`src/rtl/eval_stack_engine_if.sv`:
```
// Command channel between the parser control FSM and the evaluation stack engine.
// The parser drives op/data under a valid/ready handshake; the engine returns ready.
interface eval_stack_engine_if #(
  parameter int WIDTH = 8
);
  logic             cmd_valid;
  logic             cmd_ready;
  logic [2:0]       cmd_op;
  logic [WIDTH-1:0] cmd_data;

  modport master (
    output cmd_valid,
    output cmd_op,
    output cmd_data,
    input  cmd_ready
  );

  modport slave (
    input  cmd_valid,
    input  cmd_op,
    input  cmd_data,
    output cmd_ready
  );
endinterface

```
`src/rtl/eval_stack_engine.sv`:
```
// Operand stack plus ALU for the expression evaluator, with an iterative restoring
// divider for DIV/MOD, sticky error flags and occupancy status.
module eval_stack_engine #(
  parameter  int WIDTH = 8,
  parameter  int DEPTH = 16,
  localparam int CNT_W = $clog2(DEPTH + 1)
) (
  input  logic               clk,
  input  logic               rst,
  eval_stack_engine_if.slave cmd,
  output logic [WIDTH-1:0]   top_data,
  output logic [CNT_W-1:0]   depth,
  output logic               is_empty,
  output logic               is_full,
  output logic               busy,
  output logic               op_done,
  output logic               err_underflow,
  output logic               err_overflow,
  output logic               err_div0
);

  localparam int AW     = $clog2(DEPTH);
  localparam int ITER_W = $clog2(WIDTH);

  localparam logic [2:0] OP_PUSH = 3'd0;
  localparam logic [2:0] OP_ADD  = 3'd1;
  localparam logic [2:0] OP_SUB  = 3'd2;
  localparam logic [2:0] OP_MUL  = 3'd3;
  localparam logic [2:0] OP_DIV  = 3'd4;
  localparam logic [2:0] OP_MOD  = 3'd5;
  localparam logic [2:0] OP_CLR  = 3'd6;

  localparam logic [1:0] ST_IDLE = 2'd0;
  localparam logic [1:0] ST_DIV  = 2'd1;
  localparam logic [1:0] ST_WB   = 2'd2;

  localparam logic [ITER_W-1:0] ITER_LAST = ITER_W'(WIDTH - 1);

  logic [WIDTH-1:0]  stack_mem [DEPTH];
  logic [1:0]        state;
  logic [CNT_W-1:0]  depth_q;
  logic [CNT_W-1:0]  depth_m1;
  logic [CNT_W-1:0]  depth_m2;
  logic [WIDTH-1:0]  operand_a;
  logic [WIDTH-1:0]  operand_b;
  logic [WIDTH-1:0]  alu_result;

  logic [WIDTH-1:0]  div_rem;
  logic [WIDTH-1:0]  div_quo;
  logic [WIDTH-1:0]  div_divisor;
  logic              div_is_mod;
  logic [ITER_W-1:0] div_iter;
  logic [WIDTH:0]    rem_shift;
  logic [WIDTH:0]    rem_trial;
  logic [WIDTH-1:0]  wb_result;

  logic accept;
  logic has_two;
  logic stack_full;
  logic op_binary;
  logic op_divide;
  logic push_ok;
  logic alu_ok;
  logic div_start;
  logic underflow_hit;
  logic overflow_hit;
  logic div0_hit;
  logic clr_hit;

  assign depth_m1   = depth_q - CNT_W'(1);
  assign depth_m2   = depth_q - CNT_W'(2);
  assign operand_b  = stack_mem[depth_m1[AW-1:0]];
  assign operand_a  = stack_mem[depth_m2[AW-1:0]];
  assign has_two    = (depth_q >= CNT_W'(2));
  assign stack_full = (depth_q == CNT_W'(DEPTH));

  assign cmd.cmd_ready = (state == ST_IDLE);
  assign accept        = cmd.cmd_valid && cmd.cmd_ready;

  assign depth    = depth_q;
  assign is_empty = (depth_q == '0);
  assign is_full  = stack_full;
  assign busy     = (state != ST_IDLE);
  assign top_data = (depth_q == '0) ? '0 : operand_b;

  // Command classification; error cases drop the command without touching the stack.
  always_comb begin
    op_binary     = (cmd.cmd_op >= OP_ADD) && (cmd.cmd_op <= OP_MOD);
    op_divide     = (cmd.cmd_op == OP_DIV) || (cmd.cmd_op == OP_MOD);
    push_ok       = accept && (cmd.cmd_op == OP_PUSH) && !stack_full;
    overflow_hit  = accept && (cmd.cmd_op == OP_PUSH) && stack_full;
    underflow_hit = accept && op_binary && !has_two;
    alu_ok        = accept && op_binary && !op_divide && has_two;
    div_start     = accept && op_divide && has_two && (operand_b != '0);
    div0_hit      = accept && op_divide && has_two && (operand_b == '0);
    clr_hit       = accept && (cmd.cmd_op == OP_CLR);
  end

  always_comb begin
    alu_result = '0;
    case (cmd.cmd_op)
      OP_ADD:  alu_result = operand_a + operand_b;
      OP_SUB:  alu_result = operand_a - operand_b;
      OP_MUL:  alu_result = operand_a * operand_b;
      default: alu_result = '0;
    endcase
  end

  // One restoring step: shift in the next dividend bit, keep the difference if non-negative.
  assign rem_shift = {div_rem, div_quo[WIDTH-1]};
  assign rem_trial = rem_shift - {1'b0, div_divisor};
  assign wb_result = div_is_mod ? div_rem : div_quo;

  always_ff @(posedge clk) begin
    if (rst) begin
      state         <= ST_IDLE;
      depth_q       <= '0;
      op_done       <= 1'b0;
      err_underflow <= 1'b0;
      err_overflow  <= 1'b0;
      err_div0      <= 1'b0;
      div_rem       <= '0;
      div_quo       <= '0;
      div_divisor   <= '0;
      div_is_mod    <= 1'b0;
      div_iter      <= '0;
    end else begin
      op_done <= 1'b0;
      case (state)
        ST_IDLE: begin
          if (accept) begin
            if (div_start) begin
              state       <= ST_DIV;
              div_iter    <= '0;
              div_rem     <= '0;
              div_quo     <= operand_a;
              div_divisor <= operand_b;
              div_is_mod  <= (cmd.cmd_op == OP_MOD);
            end else begin
              op_done <= 1'b1;
            end
          end
          if (push_ok) depth_q <= depth_q + CNT_W'(1);
          if (alu_ok)  depth_q <= depth_m1;
          if (clr_hit) begin
            depth_q       <= '0;
            err_underflow <= 1'b0;
            err_overflow  <= 1'b0;
            err_div0      <= 1'b0;
          end else begin
            if (underflow_hit) err_underflow <= 1'b1;
            if (overflow_hit)  err_overflow  <= 1'b1;
            if (div0_hit)      err_div0      <= 1'b1;
          end
        end
        ST_DIV: begin
          if (!rem_trial[WIDTH]) begin
            div_rem <= rem_trial[WIDTH-1:0];
            div_quo <= {div_quo[WIDTH-2:0], 1'b1};
          end else begin
            div_rem <= rem_shift[WIDTH-1:0];
            div_quo <= {div_quo[WIDTH-2:0], 1'b0};
          end
          div_iter <= div_iter + ITER_W'(1);
          if (div_iter == ITER_LAST) state <= ST_WB;
        end
        ST_WB: begin
          depth_q <= depth_m1;
          op_done <= 1'b1;
          state   <= ST_IDLE;
        end
        default: state <= ST_IDLE;
      endcase
    end
  end

  // Stack contents need no reset; only the depth pointer defines what is valid.
  always_ff @(posedge clk) begin
    if (!rst) begin
      if (push_ok)
        stack_mem[depth_q[AW-1:0]] <= cmd.cmd_data;
      else if (alu_ok)
        stack_mem[depth_m2[AW-1:0]] <= alu_result;
      else if (state == ST_WB)
        stack_mem[depth_m2[AW-1:0]] <= wb_result;
    end
  end

endmodule

```
`src/flat_wrapper.sv`:
```
// flat-port wrapper written by rule: the top's interface ports become plain ports
module eval_stack_engine_flat 
#(
  parameter  int WIDTH = 8,
  parameter  int DEPTH = 16,
  localparam int CNT_W = $clog2(DEPTH + 1)
)
  (clk, rst, top_data, depth, is_empty, is_full, busy, op_done, err_underflow, err_overflow, err_div0, cmd_cmd_valid, cmd_cmd_op, cmd_cmd_data, cmd_cmd_ready);
  eval_stack_engine_if #(.WIDTH(WIDTH)) cmd_i ();
  input  logic clk;
  input  logic rst;
  output logic [WIDTH-1:0] top_data;
  output logic [CNT_W-1:0] depth;
  output logic is_empty;
  output logic is_full;
  output logic busy;
  output logic op_done;
  output logic err_underflow;
  output logic err_overflow;
  output logic err_div0;
  input wire logic [$bits(cmd_i.cmd_valid)-1:0] cmd_cmd_valid;
  input wire logic [$bits(cmd_i.cmd_op)-1:0] cmd_cmd_op;
  input wire logic [$bits(cmd_i.cmd_data)-1:0] cmd_cmd_data;
  output wire logic [$bits(cmd_i.cmd_ready)-1:0] cmd_cmd_ready;
  assign cmd_i.cmd_valid = cmd_cmd_valid;
  assign cmd_i.cmd_op = cmd_cmd_op;
  assign cmd_i.cmd_data = cmd_cmd_data;
  assign cmd_cmd_ready = cmd_i.cmd_ready;
  eval_stack_engine #(.WIDTH(WIDTH), .DEPTH(DEPTH)) u_core (.clk(clk), .rst(rst), .cmd(cmd_i), .top_data(top_data), .depth(depth), .is_empty(is_empty), .is_full(is_full), .busy(busy), .op_done(op_done), .err_underflow(err_underflow), .err_overflow(err_overflow), .err_div0(err_div0));
endmodule
```
`config.mk`:
```
export PLATFORM = sky130hd
export DESIGN_NAME = eval_stack_engine_flat
export DESIGN_NICKNAME = d
export VERILOG_FILES = /design/src/rtl/eval_stack_engine_if.sv /design/src/rtl/eval_stack_engine.sv /design/src/flat_wrapper.sv
export SDC_FILE = /design/constraint.sdc
export NUM_CORES = 1
export LEC_CHECK = 0
export ABC_AREA = 1
export BUFFER_PORTS_ARGS = -buffer_cell sky130_fd_sc_hd__buf_2
export CAP_MARGIN = 20
export CORE_MARGIN = 2
export CORE_UTILIZATION = 30
export CTS_CLUSTER_SIZE = 16
export DETAILED_ROUTE_END_ITERATION = 10
export GPL_ROUTABILITY_DRIVEN = 1
export PLACE_DENSITY = 0.49
export SYNTH_ARGS = -nofsm -noshare
export SYNTH_HDL_FRONTEND = slang
export SYNTH_SLANG_ARGS = --single-unit
export TNS_END_PERCENT = 50
```
`constraint.sdc`:
```
create_clock -name clk -period 17.45 [get_ports clk]
set_input_delay 3.49 -clock clk [delete_from_list [all_inputs] [get_ports clk]]
set_output_delay 3.49 -clock clk [all_outputs]
set_load 0.005 [all_outputs]
```
# Word-level counts from Yosys, hierarchy flattened
# Memories as Yosys holds them, arrays and structs flattened.
# Index checks and enable logic that the tools add are counted.
[op_classes]
addsub = 7
n_mul = 1
n_lt_le_gt_ge = 3
n_eq_ne = 14
muxes = 47
n_bitwise = 1
reduce_logical = 37
[op_table]
columns = ["operator", "count"]
rows = [
  ["$mux 8", 9],
  ["$pmux 8 s2", 2],
  ["$pmux 8 s3", 1],
  ["$mux 1", 22],
  ["$mux 5", 3],
  ["$logic_and 1x1->1", 14],
  ["$eq 3x3->1 const B", 4],
  ["$reduce_bool 2->1", 6],
  ["$pmux 5 s2", 1],
  ["$reduce_and 3->1", 3],
  ["$sub 9x8->9", 1],
  ["$add 8x8->8", 1],
  ["$logic_not 8->1", 1],
  ["$mul 8x8->8", 1],
  ["$reduce_and 2->1", 4],
  ["$reduce_bool 8->1", 1],
  ["$reduce_or 8->1", 1],
  ["$sub 8x8->8", 1],
  ["$eq 3x2->1 const B", 2],
  ["$mux 2", 3],
  ["$mux 3", 2],
  ["$pmux 3 s2", 1],
  ["$add 5x1->5 const B", 1],
  ["$eq 5x5->1 const B", 1],
  ["other kinds (21)", 24],
]
[totals]
register_bits = 39
ramBits = 128
input_bits = 14
output_inout_bits = 21
elab_cells = 122
n_memories = 1
[memory_table]
columns = ["memory", "words", "width", "rd", "rd_clocked_by_memory_dff", "wr", "line", "rtl"]
rows = [
  ["u_core.stack_mem", 16, 8, 2, 0, 1, "eval_stack_engine.sv:39", "logic [WIDTH-1:0] stack_mem [DEPTH];"],
]

# Longest topological paths before layout
# Gate-level depths: netlist of the first run.
[depth]
ltp_word = 12
depth_mapped = 36
depth_no_buf = 32

# Worst setup path after synthesis of the first run
# Ideal clock, no wire load.
[synth_timing]
path_type = "input to register"
from = "input cmd_cmd_op[1]"
to = "memory u_core.stack_mem[0][6], data pin"
setup_ps = 330
arrival_ps = 6076
required_ps = 17120
path_slack_ps = 11044
cell_stages = 15
path_buffers = 0
cell_sequence = "inv_1 nor3_1 o21ai_0 fa_1 nand2_1 nand2_1 a21oi_1 nor2_1 nor2_1 o21bai_1 a21oi_1 o21ai_0 o21ai_0 a21oi_1 o21ai_0"
[synth_via]
elab_chain_len = 12
word_cells_on_any_way = 29
classes_between = "order compare: 2; eq/ne: 5; mux: 11; bitwise: 1; reduce/logical: 10"
[synth_lines]
columns = ["item", "line", "rtl"]
rows = [
  ["from (decl)", "flat_wrapper.sv:22", "input wire logic [$bits(cmd_i.cmd_op)-1:0] cmd_cmd_op;"],
  ["$ge 3x1->1, or another cell as far along", "eval_stack_engine.sv:88", "op_binary = (cmd.cmd_op >= OP_ADD) && (cmd.cmd_op <= OP_MOD);"],
  ["$logic_and 1x1->1 or $logic_or 1x1->1 (tied branches)", "eval_stack_engine.sv:88, eval_stack_engine.sv:89", ""],
  ["$logic_and 1x1->1 or $logic_not 1->1 (tied branches)", "eval_stack_engine.sv:93", "alu_ok = accept && op_binary && !op_divide && has_two;"],
  ["$logic_and 1x1->1 (2 in series)", "eval_stack_engine.sv:93", ""],
  ["$mux 1", "eval_stack_engine.sv:182", "else if (alu_ok)"],
  ["$mux 1", "eval_stack_engine.sv:180", "if (push_ok)"],
  ["$mux 1", "eval_stack_engine.sv:179", "if (!rst) begin"],
  ["$mux 1 (on tied branches)", "eval_stack_engine.sv:183, eval_stack_engine.sv:185", ""],
  ["$or 1x1->1 (no line)", "n/a", ""],
  ["$reduce_or 8->1 (no line)", "n/a", ""],
  ["$mux 8 (no line) (*)", "n/a", ""],
  ["to (decl)", "eval_stack_engine.sv:39", ""],
]
# Mark *: on every way between the ends. The rest lies on a longest branch, timed or not.

# Final worst setup path of the first run
[layout_timing]
from = "register u_core.depth_q[0], in the netlist u_core.depth[0]"
to = "output top_data[2]"
[layout_via]
elab_chain_len = 3
word_cells_on_any_way = 4
classes_between = "add/sub: 1; mux: 1; reduce/logical: 1; memory: 1"
[layout_lines]
columns = ["item", "line", "rtl"]
rows = [
  ["from (decl)", "eval_stack_engine.sv:41", "logic [CNT_W-1:0] depth_q;"],
  ["from (signal assigned)", "eval_stack_engine.sv:143", "if (push_ok) depth_q <= depth_q + CNT_W'(1);"],
  ["from (signal assigned)", "eval_stack_engine.sv:144", "if (alu_ok) depth_q <= depth_m1;"],
  ["from (signal assigned)", "eval_stack_engine.sv:168", "depth_q <= depth_m1;"],
  ["$sub 5x1->5", "eval_stack_engine.sv:70", "assign depth_m1 = depth_q - CNT_W'(1);"],
  ["$mem_v2 16x8", "n/a", ""],
  ["$mux 8 (*)", "eval_stack_engine.sv:84", "assign top_data = (depth_q == '0) ? '0 : operand_b;"],
  ["to (decl)", "flat_wrapper.sv:12", "output logic [WIDTH-1:0] top_data;"],
]
# Marked as above.

==> summary.md, run 1 <==
| Metric | Value |
|---|---|
| Outcome | `finished, final reports clean` |
| Antenna Cells | `0` |
| RSZ-0062 raised after global routing | `no` |
| Final Skew | `0.01242 ns` |
| Initial Util | `30.66%` |
| Number of global-route vias before repair | `8738` |
| Skew-Pair Late Insertion Delay | `0.46 ns` |
| H-tree Lvls | `4` |
| Ys Warns | `0` |
| Avg Synthesized Cell Area | `7.820 um2` |
| Clock buffers created by TritonCTS | `17` |
| Post-CTS Resized | `0` |
| CP Max Fanout | `66` |
| Total track usage | `18.68%` |
| Worst Path Arrival | `4.88 ns` |
| R2r worst-path depth | `31` |
| Critical Path RT | `13.96 ns` |
| Sw frac | `29.35%` |
| HPWL after DPL | `23320 um` |
| Max Clk Rate | `119.5 MHz` |
| Final hold viol count | `0` |
| Clk sink count | `167` |
| Netlist Area Pre-Place | `0.01064 mm2` |
| Post-DRT Antenna Nets | `0` |
| TritonRoute pass-1 iters | `5` |
| Hold Crit Class | `reg2reg` |
| Setup violators final | `0` |
| Leading area contributor after synthesis | `edfxtp_1` |
| Fillers | `3700` |
| Worst IR drop on VDD | `54.61 uV` |
| Final net count | `1433` |
| Post-synth EDFFs | `128` |
| RR Endpoint | `u_core.stack_mem[2][7]$_DFFE_PP_` |
| Die height | `192.4 um` |
| WL/cell | `18.28 um` |
| Count of cell types in the netlist | `46` |
| Max-Slew Margin vs Limit | `29.40%` |
| Critical Path Sink | `top_data[2]` |
| 1st-iter DRT viols | `775` |
| Synth area leaders | `edfxtp_1 36%, nand2_1 14%, nand3_1 8.9%` |
| Leak Pwr | `4.947 nW` |
| First-pass GRT wire length | `51730 um` |
| Sequential-to-total area share from yosys stat | `43.45%` |
| Vias/cell | `5.007` |
| WS Path Type | `reg2out` |
| Seq pwr share | `43.5%` |
| Hold_ws | `0.4700 ns` |
| Setup crit start kind | `flip-flop` |
| Power per cell area | `84.32 mW/mm2` |
| Post-synth top area share | `36.12%` |
| Layout cells sized above 1 | `9.230%` |
| Switch Pwr | `289.7 uW` |
| Crit path capture type | `primary output` |
| Initial antenna violation count | `0` |
| FF-to-FF setup slack | `9.30 ns` |
| CTS tree | `yes` |
| Detailed-route via count | `9168` |
| CORE AREA | `0.03471 mm2` |
| Period utilization | `47.96%` |
| Critical Path Source | `u_core.depth[0]$_SDFFE_PP0P_` |
| Setup TNS | `0 ns` |
| Ys flop type | `edfxtp_1` |
| Congestion Overflow GR | `0` |
| Synth async-reset ratio | `0%` |
| Yosys reg bits | `167` |
| Comb pwr share | `16.8%` |
| Final wirelength | `33480 um` |
| Post-layout minimum cycle time | `8.369 ns` |
| Clk buf depth | `2` |
| Syn Inst Count | `1361` |
| P_int | `697.2 uW` |
| R2r startpoint | `u_core.depth[0]$_SDFFE_PP0P_` |
| Most common cell in the netlist | `nand2_1` |
| Cell Rows | `68` |
| # IOs | `35` |
| Worst-path clk slew | `0.07 ns` |
| Root Driver | `clkbuf_16` |
| Clock power frac | `39.7%` |
| Final Max Slew Viols | `0` |
| Largest net degree at the start of global routing | `93` |
| Final cell utilization of the core | `33.72%` |
| Placer Congestion | `0.8816` |
| DR DRC count | `0` |
| Port buffer count | `34` |
| Hold_buf cts | `0` |
| Syn Nets | `1431` |
| Top post-synthesis cells by count | `399 x nand2_1, 190 x nand3_1, 129 x inv_1` |
| Die area | `0.03700 mm2` |
| Syn-to-layout area delta | `9.969%` |
| Placed cells | `1798` |
| Setup Buffers After CTS | `0` |
| Max_cap viols | `0` |
| Actual slew at the worst max-slew pin | `1.055 ns` |
| Non-filler instance count after layout | `1831` |
| Die Wd | `192.4 um` |
[cell type report]
| cell class | instances | area (um2) | area share, % |
|---|---|---|---|
| Clock buffer | 18 | 429.2 | 3.667 |
| Clock inverter | 14 | 162.7 | 1.390 |
| Multi-Input combinational cell | 982 | 5096 | 43.54 |
| Tap cell | 455 | 569.3 | 4.864 |
| Sequential cell | 167 | 4629 | 39.56 |
| Timing Repair Buffer | 43 | 241.5 | 2.063 |
| Inverter | 152 | 575.6 | 4.918 |
[worst min path at each step]
stage / start / end / slack (ns) / cells past startpoint
floorplan: u_core.div_iter[0]$_SDFFE_PP0P_ / u_core.div_iter[0]$_SDFFE_PP0P_ / 0.43 / 1
global placement: u_core.div_divisor[7]$_SDFFE_PP0P_ / u_core.div_divisor[7]$_SDFFE_PP0P_ / 0.45 / 2
detailed placement: u_core.err_overflow$_SDFFE_PP0P_ / u_core.err_overflow$_SDFFE_PP0P_ / 0.46 / 2
CTS: u_core.div_iter[0]$_SDFFE_PP0P_ / u_core.div_iter[0]$_SDFFE_PP0P_ / 0.47 / 1
global route: u_core.div_iter[2]$_SDFFE_PP0P_ / u_core.div_iter[2]$_SDFFE_PP0P_ / 0.49 / 2
finish: u_core.div_divisor[7]$_SDFFE_PP0P_ / u_core.div_divisor[7]$_SDFFE_PP0P_ / 0.47 / 2
[metrics by stage]
stage | instance area (um2) | setup WS [ns] | power (mW)
global placement | 11090 | 9.201 | 0.6013
global route | 11700 | 8.651 | 1.033
floorplan | 10640 | 11.04 | 0.5592
detailed placement | 11100 | 9.350 | 0.6032
CTS | 11700 | 9.114 | 0.9934
finish | 11700 | 9.081 | 0.9868
[state kept, by name, indices dropped and copies added (netlist names)]
name,count
u_core.div_is_mod,1
u_core.state,2
u_core.div_iter,3
u_core.err_underflow,1
u_core.op_done,1
u_core.div_quo,8
u_core.stack_mem,128
u_core.div_rem,8
u_core.err_overflow,1
u_core.div_divisor,8
u_core.depth,5
u_core.err_div0,1
[metal layers]
metal,vias up,track usage [%],wire length (um)
met4,0,6.078,734
met3,41,3.437,1891
met2,272,29.51,15140
met5,-,0,0
met1,4365,25.77,15710
li1,4490,-,-
[power groups by stage]
stage	logic, mW	clock network, mW	registers (mW)
finish	0.165	0.392	0.429
floorplan	0.122	0	0.437
CTS	0.165	0.399	0.429
global route	0.189	0.415	0.430
detailed placement	0.165	0	0.438
global placement	0.163	0	0.438
[cell families (layout without fill, tap and decap cells)]
family,after synthesis,in the layout,synth area share [%]
buffers and inverters,212,227,8.805
flip-flops,167,167,43.45
XOR/XNOR,22,22,2.128
adder cells (fa/ha/maj),56,56,7.571
AND/OR/NAND/NOR,729,729,28.81
AO/OA/AOI/OAI,175,175,9.229
[cell usage in the layout, fill, tap and decap left out, types with 12 or more instances in the layout]
cell	n
a21oi_1	56
a31oi_1	12
buf_2	34
clkbuf_16	17
dfxtp_1	37
edfxtp_1	128
fa_1	14
ha_1	42
inv_1	129
inv_2	17
nand2_1	399
nand2_2	15
nand3_1	190
nor2_1	107
o211ai_1	19
o21ai_0	50
o21ai_1	21
xor2_1	15
[critical path, cell delays in order, from the launching register on]
cell and delay [ns]:
dfxtp_4 0.69, clkinv_2 0.87, ha_1 1.13, buf_4 0.43, nor2_1 0.09, o21ai_1 0.08
o21ai_1 0.13, o211ai_1 0.30, nand2_2 0.24, inv_2 0.15, nor2_1 0.08, buf_2 0.18
(Power assumes the default switching activity.)
==> run 2: changes to the inputs <==
==> constraint.sdc (replaced) <==
create_clock -name clk -period 8.8 [get_ports clk]
set_input_delay 1.76 -clock clk [delete_from_list [all_inputs] [get_ports clk]]
set_output_delay 1.76 -clock clk [all_outputs]
set_load 0.005 [all_outputs]
==> run 2 against run 1 <==
- power is 100% higher
- critical path depth increased by 7
- largest power group unchanged
- non-clock buffer count rose by 3
- clock-buffer cell count grew 1
- sequential share of layout area shrank 0.15 points
- via count decreased by 0.68%
- highest routed layer unchanged
==> summary.md, run 2 (synthesized netlist as in run 1, its figures left out) <==
| Metric | Value |
|---|---|
| H-tree Lvls | `4 (unchanged)` |
| Setup WS pre-CTS | `2.016 ns (was 9.350 ns)` |
| Antenna Cells | `0 (unchanged)` |
| TritonRoute pass-1 iters | `6 (was 5)` |
| Layout cells sized above 1 | `9.355% (was 9.230%)` |
| Worst-path clk slew | `0.07 ns (about the same)` |
| Met1 wire length | `14800 um (was 15710 um)` |
| Largest net degree at the start of global routing | `76 (was 93)` |
| Crit path capture type | `flip-flop (was primary output)` |
| WS Path Type | `reg2reg (was reg2out)` |
| 1st-iter DRT viols | `651 (was 775)` |
| CP Max Fanout | `17 (was 66)` |
| Initial Util | `30.66% (unchanged)` |
| Total track usage | `18.56% (was 18.68%)` |
| Critical Path RT | `8.91 ns (was 13.96 ns)` |
| First-pass GRT wire length | `50920 um (was 51730 um)` |
| Number of global-route vias before repair | `8697 (was 8738)` |
| Die height | `192.4 um (unchanged)` |
| Final WS setup | `2.009 ns (was 9.081 ns)` |
| Root Driver | `clkbuf_16 (unchanged)` |
| Max Clk Rate | `147.3 MHz` |
| Final Skew | `0.01848 ns (was 0.01242 ns)` |
| Hold_ws | `0.4644 ns (was 0.4700 ns)` |
| Skew-Pair Late Insertion Delay | `0.45 ns (was 0.46 ns)` |
| WL/cell | `18.11 um (was 18.28 um)` |
| Congestion Overflow GR | `0 (unchanged)` |
| DR WL met3 | `2064 um (was 1891 um)` |
| RR Endpoint | `u_core.stack_mem[10][5]$_DFFE_PP_ (was u_core.stack_mem[2][7]$_DFFE_PP_)` |
| DR DRC count | `0 (unchanged)` |
| Post-CTS Resized | `0 (unchanged)` |
| Fillers | `3702 (was 3700)` |
| HPWL after DPL | `23240 um (was 23320 um)` |
| Final Max Slew Viols | `0 (unchanged)` |
| Port buffer count | `34 (unchanged)` |
| Die Wd | `192.4 um (unchanged)` |
| Hold wc startpoint | `u_core.err_overflow$_SDFFE_PP0P_ (was u_core.div_divisor[7]$_SDFFE_PP0P_)` |
| Power per cell area | `170.2 mW/mm2 (was 84.32 mW/mm2)` |
| Setup Buffers After CTS | `0 (unchanged)` |
| Max-Slew Margin vs Limit | `25.34% (was 29.40%)` |
| FF-to-FF setup slack | `2.01 ns (was 9.30 ns)` |
| Setup violators final | `0 (unchanged)` |
| Top Metal Used | `met4 (unchanged)` |
| Post-layout minimum cycle time | `6.791 ns` |
| Clk sink count | `167 (unchanged)` |
| CORE AREA | `0.03471 mm2 (unchanged)` |
| Outcome | `finished, final reports clean (unchanged)` |
| Final net count | `1436 (was 1433)` |
| R2r startpoint | `u_core.depth[2]$_SDFFE_PP0P_ (was u_core.depth[0]$_SDFFE_PP0P_)` |
| # IOs | `35 (unchanged)` |
| Period utilization | `77.17%` |
| Actual slew at the worst max-slew pin | `1.111 ns (was 1.055 ns)` |
| CTS tree | `yes (unchanged)` |
| Post-DRT Antenna Nets | `0 (unchanged)` |
| Final hold viol count | `0 (unchanged)` |
| Leak Pwr | `4.970 nW (was 4.947 nW)` |
| Initial antenna violation count | `0 (unchanged)` |
| Commonest non-fill, non-tap cells in the layout | `399 x nand2_1, 190 x nand3_1, 129 x inv_1 (unchanged)` |
| Die area | `0.03700 mm2 (unchanged)` |
| Setup crit start kind | `flip-flop (unchanged)` |
| Clock buffers created by TritonCTS | `17 (unchanged)` |
| Syn-to-layout area delta | `10.38% (was 9.969%)` |
| Hold_buf cts | `0 (unchanged)` |
| Worst IR drop on VDD | `109.6 uV (was 54.61 uV)` |
| Met2 wire len | `15420 um (was 15140 um)` |
| Total power draw | `2.000 mW (was 986.8 uW)` |
| Max_cap viols | `0 (unchanged)` |
| Commonest non-fill, non-tap cell in the layout | `nand2_1 (unchanged)` |
| Vias/cell | `4.965 (was 5.007)` |
| Hold Crit Class | `reg2reg (unchanged)` |
| Detailed-route via count | `9106 (was 9168)` |
| Setup TNS | `0 ns (unchanged)` |
| Worst Hold Depth | `2 (unchanged)` |
| Final wirelength | `33220 um (was 33480 um)` |
| R2r worst-path depth | `18 (was 31)` |
| Placer Congestion | `0.8693 (was 0.8816)` |
| Cell Rows | `68 (unchanged)` |
| Largest register FFs | `128 (unchanged)` |
| Worst Path Arrival | `6.90 ns (was 4.88 ns)` |
| Worst Hold End | `u_core.err_overflow$_SDFFE_PP0P_ (was u_core.div_divisor[7]$_SDFFE_PP0P_)` |
| RSZ-0062 raised after global routing | `no (unchanged)` |
| Clk buf depth | `2 (unchanged)` |
## run 2: critical path: stages, from the launching register on
cell and delay, ns:
dfxtp_1 0.58, inv_1 0.16, ha_1 0.81, clkinv_1 0.73, nand3_1 0.29, nand3_1 0.21, nand2_2 0.27, nor2_1 0.09
ha_1 0.20, fa_1 0.48, ha_1 0.30, inv_1 0.05, fa_1 0.52, inv_1 0.07, fa_1 0.48, a21oi_1 0.18
o21ai_0 0.12, nand3_1 0.09, a22o_1 0.79
## run 2: cell type report
| class | count | area (um2) | area share, % |
|---|---|---|---|
| Clock buffer | 19 | 432.9 | 3.685 |
| Sequential cell | 167 | 4629 | 39.41 |
| Timing Repair Buffer | 46 | 264.0 | 2.247 |
| Clock inverter | 13 | 183.9 | 1.566 |
| Multi-Input combinational cell | 982 | 5092 | 43.35 |
| Inverter | 152 | 575.6 | 4.899 |
| Tap cell | 455 | 569.3 | 4.846 |
## run 2: metrics by stage
stage / area [um2] / utilization, % / instances
6_report: 11750 / 33.84 / 1834
5_1_grt: 11750 / 33.84 / 1834
4_1_cts: 11750 / 33.84 / 1834
3_5_place_dp: 11130 / 32.06 / 1802
3_3_place_gp: 11120 / 32.03 / 1801
2_1_floorplan: 10640 / - / 1361
## run 2: how the worst max path moves through the flow
stage	from	endpoint	slack, ns	cells after the start
after global placement	u_core.depth[1]$_SDFFE_PP0P_	u_core.stack_mem[9][5]$_DFFE_PP_	2.08	21
after global routing	u_core.depth[2]$_SDFFE_PP0P_	u_core.stack_mem[13][7]$_DFFE_PP_	1.46	27
after CTS	u_core.depth[2]$_SDFFE_PP0P_	u_core.stack_mem[12][7]$_DFFE_PP_	2.00	27
final	u_core.depth[2]$_SDFFE_PP0P_	u_core.stack_mem[10][5]$_DFFE_PP_	2.01	18
after detailed placement	u_core.depth[2]$_SDFFE_PP0P_	u_core.stack_mem[13][7]$_DFFE_PP_	2.02	27
after floorplan	u_core.depth[0]$_SDFFE_PP0P_	u_core.stack_mem[0][6]$_DFFE_PP_	2.77	25
## run 2: power by group
group | internal (mW) | total [mW] | switching, mW
logic | 0.109 | 0.334 | 0.225
registers | 0.848 | 0.849 | 0.000877
clock network | 0.458 | 0.816 | 0.359
## run 2: routing by layer
| layer | up-vias | GRT usage (%) |
|---|---|---|
| li1 | 4508 | - |
| met1 | 4311 | 24.27 |
| met2 | 246 | 30.27 |
| met3 | 41 | 3.673 |
| met4 | 0 | 7.017 |
| met5 | - | 0 |
==> run 3: changes to the inputs <==
--- a/config.mk
+++ b/config.mk
@@ -5,7 +5,7 @@
 export SDC_FILE = /design/constraint.sdc
 export NUM_CORES = 1
 export LEC_CHECK = 0
-export ABC_AREA = 1
+export ABC_AREA = 0
 export BUFFER_PORTS_ARGS = -buffer_cell sky130_fd_sc_hd__buf_2
 export CAP_MARGIN = 20
 export CORE_MARGIN = 2
==> constraint.sdc (replaced) <==
create_clock -name clk -period 6.7 [get_ports clk]
set_input_delay 1.34 -clock clk [delete_from_list [all_inputs] [get_ports clk]]
set_output_delay 1.34 -clock clk [all_outputs]
set_load 0.005 [all_outputs]
==> run 3 against run 2 <==
- hold slack worse by 0.0097 ns
- synthesized cell count is 43% lower
- die area is 5.8% lower
- combinational power is 95% higher
- clock skew is 0.0045 ns lower
- power is 36% higher
- sequential cell count stayed put
- fmax is 6.4% higher
- clock power is 16% higher
- core utilization is 1.2 points higher
- critical path depth is 3 higher
- register-to-register slack worse by 1.7 ns
- critical endpoint is now u_core.stack_mem[6][7]$_DFFE_PP_
==> summary.md, run 3 <==
| Metric | Value |
|---|---|
| Initial antenna violation count | `0 (unchanged)` |
| Outcome | `finished, final reports clean (unchanged)` |
| Detailed-route via count | `6485 (was 9106)` |
| Setup violators final | `0 (unchanged)` |
| Congestion Overflow GR | `0 (unchanged)` |
| Main combinational cell family by area after synthesis | `multiplexers (was simple AND/OR/NAND/NOR gates)` |
| Critical Path RT | `6.84 ns (was 8.91 ns)` |
| Post-synth top area share | `38.39% (was 36.12%)` |
| Switch Pwr | `775.7 uW (was 584.9 uW)` |
| Worst-path clk slew | `0.07 ns (about the same)` |
| Placed cells | `1247 (was 1802)` |
| Gr busiest metal | `met2 (unchanged)` |
| Actual slew at the worst max-slew pin | `1.158 ns (was 1.111 ns)` |
| Avg Synthesized Cell Area | `12.92 um2 (was 7.820 um2)` |
| CP Max Fanout | `16 (was 17)` |
| Clock buffers created by TritonCTS | `17 (unchanged)` |
| Layout cells sized above 1 | `22.26% (was 9.355%)` |
| Sequential-to-total area share from yosys stat | `46.18% (was 43.45%)` |
| Setup WS pre-CTS | `0.2582 ns (was 2.016 ns)` |
| RSZ-0062 raised after global routing | `no (unchanged)` |
| Seq pwr share | `41.3% (was 42.5%)` |
| Netlist Area Pre-Place | `0.01001 mm2 (was 0.01064 mm2)` |
| Final instance area | `0.01147 mm2 (was 0.01175 mm2)` |
| Die height | `186.7 um (was 192.4 um)` |
| Worst Path Arrival | `6.53 ns (was 6.90 ns)` |
| Clock power frac | `34.8% (was 40.8%)` |
| Period utilization | `95.29% (was 77.17%)` |
| DR DRC count | `0 (unchanged)` |
| Commonest non-fill, non-tap cells in the layout | `128 x edfxtp_1, 74 x nor2_1, 65 x mux4_2 (was 399 x nand2_1, 190 x nand3_1, 129 x inv_1)` |
| # IOs | `35 (unchanged)` |
| Met3 usage | `2.708% (was 3.673%)` |
| TritonRoute pass-1 iters | `5 (was 6)` |
| Max Clk Rate | `156.6 MHz (was 147.3 MHz)` |
| Ys Warns | `0 (unchanged)` |
| Most common cell in the netlist | `edfxtp_1 (was nand2_1)` |
| Post-DP Area | `0.01084 mm2 (was 0.01113 mm2)` |
| HPWL after DPL | `18900 um (was 23240 um)` |
| Synth Area in Compound Gates | `8.384% (was 9.229%)` |
| Skew-Pair Late Insertion Delay | `0.43 ns (was 0.45 ns)` |
| Fraction of the mapped netlist area in adder cells | `8.047% (was 7.571%)` |
| Die Wd | `186.7 um (was 192.4 um)` |
| Clk buf depth | `2 (unchanged)` |
| Post-synth EDFFs | `128 (unchanged)` |
| Placer Congestion | `0.7802 (was 0.8693)` |
| Grt met1 use | `20.41% (was 24.27%)` |
| Syn Nets | `845 (was 1431)` |
| WS Path Type | `reg2reg (unchanged)` |
| Count of cell types in the netlist | `61 (was 46)` |
| Sw frac | `28.59% (was 29.25%)` |
| Comb pwr share | `24.0% (was 16.7%)` |
| Ys flop type | `edfxtp_1 (unchanged)` |
| Cell Rows | `66 (was 68)` |
| Syn-to-layout area delta | `14.56% (was 10.38%)` |
| Multiplexer share of the synthesized area | `19.88% (was 0%)` |
| Syn Inst Count | `775 (was 1361)` |
| WL/cell | `20.94 um (was 18.11 um)` |
| Hold_ws | `0.4547 ns (was 0.4644 ns)` |
| R2r startpoint | `u_core.depth[1]$_SDFFE_PP0P_ (was u_core.depth[2]$_SDFFE_PP0P_)` |
| Synth area leaders | `edfxtp_1 38%, mux4_2 15%, dfxtp_1 7.8% (was edfxtp_1 36%, nand2_1 14%, nand3_1 8.9%)` |
| Largest net degree at the start of global routing | `42 (was 76)` |
| Antenna Cells | `0 (unchanged)` |
| Synthesized-area fraction occupied by and/or/nand/nor cells | `9.546% (was 28.81%)` |
| Initial Util | `30.62% (was 30.66%)` |
| Final Max Slew Viols | `0 (unchanged)` |
| Total track usage | `15.40% (was 18.56%)` |
| Final cell utilization of the core | `35.08% (was 33.84%)` |
| Final WS setup | `0.3159 ns (was 2.009 ns)` |
| Port buffer count | `34 (unchanged)` |
| Largest register FFs | `128 (unchanged)` |
| Critical Path Source | `u_core.depth[1]$_SDFFE_PP0P_ (was u_core.depth[2]$_SDFFE_PP0P_)` |
| Number of global-route vias before repair | `6531 (was 8697)` |
| Hold Crit Class | `reg2reg (unchanged)` |
| CORE AREA | `0.03270 mm2 (was 0.03471 mm2)` |
| Clk sink count | `167 (unchanged)` |
| Hold wc startpoint | `u_core.div_divisor[2]$_SDFFE_PP0P_ (was u_core.err_overflow$_SDFFE_PP0P_)` |
| Post-layout minimum cycle time | `6.384 ns (was 6.791 ns)` |
| Final net count | `898 (was 1436)` |
| Root Driver | `clkbuf_16 (unchanged)` |
| P_int | `1.937 mW (was 1.415 mW)` |
| FF-to-FF setup slack | `0.32 ns (was 2.01 ns)` |
| Non-filler instance count after layout | `1282 (was 1834)` |
| Total power draw | `2.713 mW (was 2.000 mW)` |
| Leak Pwr | `4.036 nW (was 4.970 nW)` |
| Max-Slew Margin vs Limit | `22.51% (was 25.34%)` |
| Synth async-reset ratio | `0% (unchanged)` |
| Vias/cell | `5.059 (was 4.965)` |
| Setup crit start kind | `flip-flop (unchanged)` |
| Final Skew | `0.01397 ns (was 0.01848 ns)` |
| H-tree Lvls | `4 (unchanged)` |
| CTS tree | `yes (unchanged)` |
| Commonest non-fill, non-tap cell in the layout | `edfxtp_1 (was nand2_1)` |
| Leading area contributor after synthesis | `edfxtp_1 (unchanged)` |
| Die area | `0.03486 mm2 (was 0.03700 mm2)` |
| GRT met2 Usage | `26.47% (was 30.27%)` |
| Top post-synthesis cells by count | `128 x edfxtp_1, 74 x nor2_1, 65 x mux4_2 (was 399 x nand2_1, 190 x nand3_1, 129 x inv_1)` |
| Power per cell area | `236.5 mW/mm2 (was 170.2 mW/mm2)` |
| Final wirelength | `26850 um (was 33220 um)` |
| Post-synthesis xor/xnor area fraction | `3.286% (was 2.128%)` |
| 1st-iter DRT viols | `494 (was 651)` |
| Final hold viol count | `0 (unchanged)` |
| Worst IR drop on VDD | `185.1 uV (was 109.6 uV)` |
| Crit path capture type | `flip-flop (unchanged)` |
| Yosys reg bits | `167 (unchanged)` |
| Setup TNS | `0 ns (unchanged)` |
| Max_cap viols | `0 (unchanged)` |
| First-pass GRT wire length | `40270 um (was 50920 um)` |
| Post-DRT Antenna Nets | `0 (unchanged)` |
## run 3: critical path, stage by stage (launching register included)
cell and delay [ns]:
dfxtp_2 0.35, inv_1 0.11, ha_4 0.34, buf_12 0.17, mux4_2 0.29, mux4_2 0.57
and2_1 0.19, ha_1 0.21, fa_1 0.48, ha_1 0.29, inv_1 0.05, fa_1 0.53
inv_1 0.07, fa_1 0.45, a21o_1 0.19, a21oi_1 0.18, xnor2_1 0.18, xnor2_1 0.16
xnor2_1 0.15, xnor2_1 0.15, xnor3_2 0.51, a221o_2 0.46
## run 3: cell type report
type	count	area (um2)
timing repair buffer	77	584.3
multi-input combinational	513	4960
clock inverter	13	120.1
tap	442	553.0
fill	3233	21230
inverter	52	195.2
sequential	167	4629
clock buffer	18	429.2
## run 3: final timing paths
check / endpoint / cells past startpoint
setup reg to reg: u_core.stack_mem[6][7]$_DFFE_PP_ / 21
hold / removal: u_core.div_divisor[2]$_SDFFE_PP0P_ / 2
setup / recovery: u_core.stack_mem[6][7]$_DFFE_PP_ / 21
hold reg to reg: u_core.div_divisor[2]$_SDFFE_PP0P_ / 2
## run 3: kinds of logic (layout without fill, tap and decap cells)
group | count (synthesis) | after routing
DFF | 167 | 167
adders and majority gates | 56 | 56
AOI/OAI and AO/OA | 128 | 129
muxes | 98 | 98
xor gates and xnor gates | 36 | 36
and+or+nand+nor | 194 | 194
buffers and inverters | 96 | 160
## run 3: per-layer routing
metal | vias up | routed length (um)
met3 | 11 | 890
met4 | 0 | 157
met5 | - | 0
met2 | 118 | 13380
met1 | 3297 | 12420
li1 | 3059 | -
## run 3: timing repair
action,4_1_cts,5_1_grt
hold buffers,0,0
resized for setup,0,5
endpoints found under the setup margin,0,16
setup buffers,0,0
## run 3: power groups by stage
| stage | registers (mW) | logic [mW] | clock network (mW) |
|---|---|---|---|
| 2_1_floorplan | 1.14 | 0.485 | 0 |
| 3_3_place_gp | 1.14 | 0.617 | 0 |
| 3_5_place_dp | 1.14 | 0.618 | 0 |
| 4_1_cts | 1.12 | 0.622 | 0.961 |
| 5_1_grt | 1.12 | 0.721 | 1.00 |
| 6_report | 1.12 | 0.651 | 0.943 |
